===== src/rtl/fir_coeff_pkg.sv =====
// Shared defaults and FSM state encoding for the FIR coefficient loader.
package fir_coeff_pkg;

  localparam int CBITS_DEF = 18;
  localparam int NTAPS_DEF = 5;
  localparam int FLUSH_CW  = 8;

  typedef enum logic [1:0] {
    EMPTY = 2'd0,
    LOAD  = 2'd1,
    FULL  = 2'd2,
    FLUSH = 2'd3
  } state_t;

endpackage


===== src/rtl/fir_flush_counter.sv =====
// Loadable down-counter that times the downstream filter flush.
module fir_flush_counter #(
  parameter int W = 8
) (
  input  logic         clk_i,
  input  logic         rstn_i,
  input  logic         load_i,
  input  logic [W-1:0] load_val_i,
  input  logic         en_i,
  output logic         term_o
);

  logic [W-1:0] cnt_reg;

  // Reset preloads the full length so the post-reset flush is timed from release.
  always_ff @(posedge clk_i) begin
    if (!rstn_i || load_i) begin
      cnt_reg <= load_val_i;
    end else if (en_i && cnt_reg != '0) begin
      cnt_reg <= cnt_reg - W'(1);
    end
  end

  assign term_o = en_i && (cnt_reg == W'(1));

endmodule


===== src/rtl/fir_coeff_loader.sv =====
// Double-buffered FIR coefficient loader with flush sequencing.
// Optional readback port enabled by defining FIR_COEFF_READBACK_EN.
module fir_coeff_loader
  import fir_coeff_pkg::*;
#(
  parameter int NTAPS     = NTAPS_DEF,
  parameter int CBITS     = CBITS_DEF,
  parameter int FLUSH_LEN = 8
) (
  input  logic                   clk_i,
  input  logic                   rstn_i,
  input  logic [CBITS-1:0]       coeff_dat_i,
  input  logic                   coeff_valid_i,
  output logic                   coeff_ready_o,
  input  logic                   commit_i,
  input  logic                   err_clr_i,
`ifdef FIR_COEFF_READBACK_EN
  input  logic [2:0]             rb_addr_i,
  output logic [CBITS-1:0]       rb_dat_o,
`endif
  output logic [NTAPS*CBITS-1:0] coeff_o,
  output logic                   dsp_rst_o,
  output logic                   busy_o,
  output logic                   done_o,
  output logic                   err_o
);

  localparam int IDXW = (NTAPS > 1) ? $clog2(NTAPS) : 1;
  localparam logic [IDXW-1:0] LAST_IDX = IDXW'(NTAPS - 1);

  state_t state_reg, state_next;
  logic [IDXW-1:0] idx_reg;
  logic [CBITS-1:0] shadow_reg [NTAPS];
  logic [CBITS-1:0] active_reg [NTAPS];

  logic ready_reg, ready_next;
  logic dsp_rst_reg, dsp_rst_next;
  logic busy_reg, busy_next;
  logic done_reg, done_next;
  logic err_reg, err_next;

  logic accept, last_word, commit_ok, commit_bad, flush_expire;

  assign accept     = coeff_valid_i && ready_reg;
  assign last_word  = accept && (idx_reg == LAST_IDX);
  assign commit_ok  = commit_i && (state_reg == FULL);
  assign commit_bad = commit_i && (state_reg != FULL);

  fir_flush_counter #(.W(FLUSH_CW)) u_flush (
    .clk_i      (clk_i),
    .rstn_i     (rstn_i),
    .load_i     (commit_ok),
    .load_val_i (FLUSH_CW'(FLUSH_LEN)),
    .en_i       (state_reg == FLUSH),
    .term_o     (flush_expire)
  );

  always_ff @(posedge clk_i) begin
    if (!rstn_i) state_reg <= FLUSH;
    else         state_reg <= state_next;
  end

  always_comb begin
    state_next = state_reg;
    case (state_reg)
      EMPTY:   if (accept) state_next = last_word ? FULL : LOAD;
      LOAD:    if (last_word) state_next = FULL;
      FULL:    if (commit_i) state_next = FLUSH;
      FLUSH:   if (flush_expire) state_next = EMPTY;
      default: state_next = FLUSH;
    endcase
  end

  // Outputs are derived from the upcoming state so they register in step with it.
  always_comb begin
    ready_next   = (state_next == EMPTY) || (state_next == LOAD);
    dsp_rst_next = (state_next == FLUSH);
    busy_next    = (state_next == FLUSH);
    done_next    = (state_reg == FLUSH) && (state_next == EMPTY);
    err_next     = err_reg;
    if (commit_bad)     err_next = 1'b1;
    else if (err_clr_i) err_next = 1'b0;
  end

  always_ff @(posedge clk_i) begin
    if (!rstn_i) begin
      ready_reg   <= 1'b0;
      dsp_rst_reg <= 1'b1;
      busy_reg    <= 1'b1;
      done_reg    <= 1'b0;
      err_reg     <= 1'b0;
    end else begin
      ready_reg   <= ready_next;
      dsp_rst_reg <= dsp_rst_next;
      busy_reg    <= busy_next;
      done_reg    <= done_next;
      err_reg     <= err_next;
    end
  end

  always_ff @(posedge clk_i) begin
    if (!rstn_i)        idx_reg <= '0;
    else if (last_word) idx_reg <= '0;
    else if (accept)    idx_reg <= idx_reg + IDXW'(1);
  end

  // Shadow and active banks are separate so a commit swaps all taps at once.
  generate
    for (genvar gi = 0; gi < NTAPS; gi++) begin : g_tap
      always_ff @(posedge clk_i) begin
        if (!rstn_i)                                shadow_reg[gi] <= '0;
        else if (accept && idx_reg == IDXW'(gi))    shadow_reg[gi] <= coeff_dat_i;
      end

      always_ff @(posedge clk_i) begin
        if (!rstn_i)        active_reg[gi] <= '0;
        else if (commit_ok) active_reg[gi] <= shadow_reg[gi];
      end

      assign coeff_o[gi*CBITS +: CBITS] = active_reg[gi];
    end
  endgenerate

`ifdef FIR_COEFF_READBACK_EN
  logic [CBITS-1:0] rb_sel;
  logic [CBITS-1:0] rb_dat_reg;

  always_comb begin
    rb_sel = '0;
    for (int k = 0; k < NTAPS; k++) begin
      if (k < 8 && rb_addr_i == 3'(k)) rb_sel = active_reg[k];
    end
  end

  always_ff @(posedge clk_i) begin
    if (!rstn_i) rb_dat_reg <= '0;
    else         rb_dat_reg <= rb_sel;
  end

  assign rb_dat_o = rb_dat_reg;
`endif

  assign coeff_ready_o = ready_reg;
  assign dsp_rst_o     = dsp_rst_reg;
  assign busy_o        = busy_reg;
  assign done_o        = done_reg;
  assign err_o         = err_reg;

endmodule


===== config.mk =====
export PLATFORM = sky130hd
export DESIGN_NAME = fir_coeff_loader
export DESIGN_NICKNAME = d
export VERILOG_FILES = /design/src/rtl/fir_coeff_pkg.sv /design/src/rtl/fir_flush_counter.sv /design/src/rtl/fir_coeff_loader.sv
export SDC_FILE = /design/constraint.sdc
export NUM_CORES = 1
export LEC_CHECK = 0
export CAP_MARGIN = 30
export CELL_PAD_IN_SITES_DETAIL_PLACEMENT = 1
export CELL_PAD_IN_SITES_GLOBAL_PLACEMENT = 2
export CORE_ASPECT_RATIO = 1.1
export CORE_MARGIN = 5
export CORE_UTILIZATION = 34
export DETAILED_ROUTE_END_ITERATION = 8
export GPL_TIMING_DRIVEN = 0
export PLACE_DENSITY_LB_ADDON = 0.2
export SLEW_MARGIN = 10
export SYNTH_ARGS = -nofsm -noshare
export SYNTH_HDL_FRONTEND = slang
export SYNTH_SLANG_ARGS = --single-unit

===== constraint.sdc =====
create_clock -name clk_i -period 3.5 [get_ports clk_i]
set_input_delay 0.525 -clock clk_i [delete_from_list [all_inputs] [get_ports clk_i]]
set_output_delay 0.525 -clock clk_i [all_outputs]
set_load 0.02 [all_outputs]

==> flow_summary.json <==
{
  "status": "finished, final reports clean",
  "arrival_ns": 2.26,
  "die_area_um2": 25600,
  "synth-async-reset-ratio_pct": 0,
  "ys_types": 37,
  "min_to": "err_o$_SDFFE_PN0P_",
  "syn-mean-instance-area_um2": 15.7,
  "synth_seq_area_share_pct": 75.2,
  "ff2ff_setup_slack_ns": 1.39,
  "slowest_delay_ns": 0.48,
  "die_h_um": 167,
  "avgViaCountPerCell": 4.40,
  "start_util_pct": 34.6,
  "diodes": 0,
  "hp-class": "reg -> reg",
  "die_x_um": 153,
  "postSynthCellCount": 487,
  "track_usage_pct": 13.2,
  "maxSlewViolCount": 0,
  "hold_viol": 0,
  "finalSetupViolCount": 0,
  "htree_levels": 4,
  "fin_crit_sh_pct": 61.6,
  "rsz0062_at_grt": "no",
  "clock_sinks": 197,
  "drt_first_iter_violations": 228,
  "clock_latency_ns": 0.43,
  "crit_path_max_fanout": 59,
  "ctsHoldBuffers": 0,
  "synth_edf_count": 180,
  "cts_setup_buffers": 0,
  "io_buffer_count": 117,
  "power_density_nw_per_um2": 590,
  "required_ns": 3.60,
  "finClkSkew_ns": 0.0134,
  "wirelength_mm": 16.5,
  "whs_ns": 0.487,
  "cp-end-kind": "flip-flop",
  "cts-root-buf": "clkbuf_16",
  "netlist_area_um2": 7640,
  "synth_top_area_cell": "edfxtp_1",
  "post-route-drc-count": 0,
  "max_slew_margin_pct": 43.2,
  "dp_hpwl_mm": 11.9,
  "ir_worst_vdd_v": 0.000391,
  "syn2layout_area_growth_pct": 29.1,
  "r2r_start": "state_reg[1]$_SDFF_PN1_",
  "reg2reg_depth": 4,
  "path_cells": "clkdlybuf4s50_1 -> inv_1 -> or3_4 -> nand2_4 -> buf_16",
  "drive_gt1_share_pct": 10.3,
  "synth_nets": 518,
  "grt_antenna_before_repair": 0,
  "synth.top_cells.by_area": "edfxtp_1 (71%), and2_1 (15%), dfxtp_1 (4.5%)",
  "grt-ovfl-total": 0,
  "nets": 659,
  "gp_congestion": 0.702,
  "r2r_end": "active_reg[3][15]$_SDFFCE_PN0P_",
  "fmax_mhz": 464,
  "grt_pass1_wl_mm": 25.6,
  "placementRows": 57,
  "numCtsBuffers": 17,
  "synthFlopType": "edfxtp_1",
  "wire_per_inst_um": 17.6,
  "hold_start": "err_o$_SDFFE_PN0P_",
  "num_vias": 4115,
  "ys_seq_elements": 197,
  "ys_warn_count": 0,
  "finalCriticalPeriod_ns": 2.16,
  "setup_ws_ns": 1.34,
  "core_area_um2": 22100,
  "tightest_slew_ns": 0.850,
  "antenna_left": 0,
  "synth_top_area_share_pct": 70.7,
  "criticalPathCategory": "in -> reg",
  "cp-start-kind": "input pin",
  "dr.pass1.iters": 4,
  "cts_max_path_buffers": 2,
  "grt_max_degree": 60,
  "hold_depth": 2,
  "io_pins": 118,
  "p_leak_nw": 3.62,
  "cp_slowest_cell": "clkdlybuf4s50_1",
  "cts_tree": "done",
  "cts_resized": 0,
  "place_ws_ns": 0.861,
  "fin_util_pct": 44.6,
  "max-cap-violations": 0,
  "first_global_vias": 4528,
  "path_clk_slew_ns": 0.07
}
==> cells in the mapped netlist, types with 2 or more instances <==
cell type / count
ha_1: 8
o21ai_0: 6
nor4_1: 2
inv_1: 12
nand2_1: 12
a211oi_1: 2
nor2_1: 11
nor2_2: 4
a2111oi_2: 2
dfxtp_1: 17
buf_6: 9
edfxtp_1: 180
xnor2_1: 5
and2_1: 182
a31oi_1: 4
clkbuf_1: 5
a21oi_1: 4
buf_2: 3
==> area by class of cell <==
class | instances | area [µm²]
tap | 295 | 369
inverter | 12 | 45.0
clock inverter | 15 | 154
timing repair buffer | 122 | 1250
sequential | 197 | 5750
buffer | 18 | 143
multi-input combinational | 260 | 1730
fill | 2220 | 12200
clock buffer | 17 | 425
==> cell usage in the layout (no fill, tap or decap), types with 3 or more instances in the layout <==
cell and count:
and2_1 182, edfxtp_1 180, clkdlybuf4s50_1 117, dfxtp_1 17, clkbuf_16 17, inv_1 12, nand2_1 11, nor2_1 11
buf_6 10, ha_1 8, clkbuf_1 5, xnor2_1 5, clkinvlp_4 5, o21ai_2 4, a31oi_1 4, a21oi_1 4
nor2_2 4, buf_2 3, inv_6 3, buf_8 3
==> worst max path at each step <==
| stage | startpoint | to | cells after the start |
|---|---|---|---|
| finish | commit_i | active_reg[3][15]$_SDFFCE_PN0P_ | 5 |
| global route | commit_i | active_reg[2][14]$_SDFFCE_PN0P_ | 5 |
| CTS | commit_i | active_reg[2][6]$_SDFFCE_PN0P_ | 5 |
| detailed placement | commit_i | active_reg[2][13]$_SDFFCE_PN0P_ | 5 |
| global placement | rstn_i | u_flush.cnt_reg[3]$_SDFFE_PP1P_ | 4 |
| floorplan | commit_i | active_reg[0][0]$_SDFFCE_PN0P_ | 3 |
==> kinds of logic after synthesis <==
group	Yosys count	synth area share (%)
AOI/OAI and AO/OA	23	2.23
xor gates and xnor gates	5	0.573
adders and majority gates	8	1.31
buffers and inverters	30	2.45
DFF	197	75.2
muxes	1	0.131
and+or+nand+nor	223	18.2
==> metrics by stage <==
| stage | setup TNS, ns | power (mW) | instance area, µm² | instances |
|---|---|---|---|---|
| finish | 0 | 5.82 | 9870 | 936 |
| global route | 0 | 6.06 | 9870 | 936 |
| CTS | 0 | 5.90 | 9870 | 936 |
| detailed placement | 0 | 3.98 | 9290 | 904 |
| global placement | -147.60 | 3.95 | 9190 | 899 |
| floorplan | 0 | 3.52 | 7640 | 487 |
==> per-layer routing <==
metal,part of all wire [%],global-route usage [%],vias up,routed length [µm]
met5,0,0,-,0
met4,0.98,3.95,0,162
met3,4.1,3.79,12,676
met2,55,24.6,92,9060
met1,40,14.5,2033,6570
li1,-,-,1978,-
==> report_power, final <==
part / leakage (nW) / switching, mW / internal [mW]
clock network: 0.267 / 0.865 / 1.05
logic: 1.35 / 0.556 / 0.433
registers: 2.00 / 0.113 / 2.80
total: 3.62 / 1.53 / 4.29
==> critical path, delay by kind of cell <==
family	cells	cell delay [ns]
buffers and inverters	3	0.87
and+or+nand+nor	2	0.81
(Power assumes the default switching activity.)
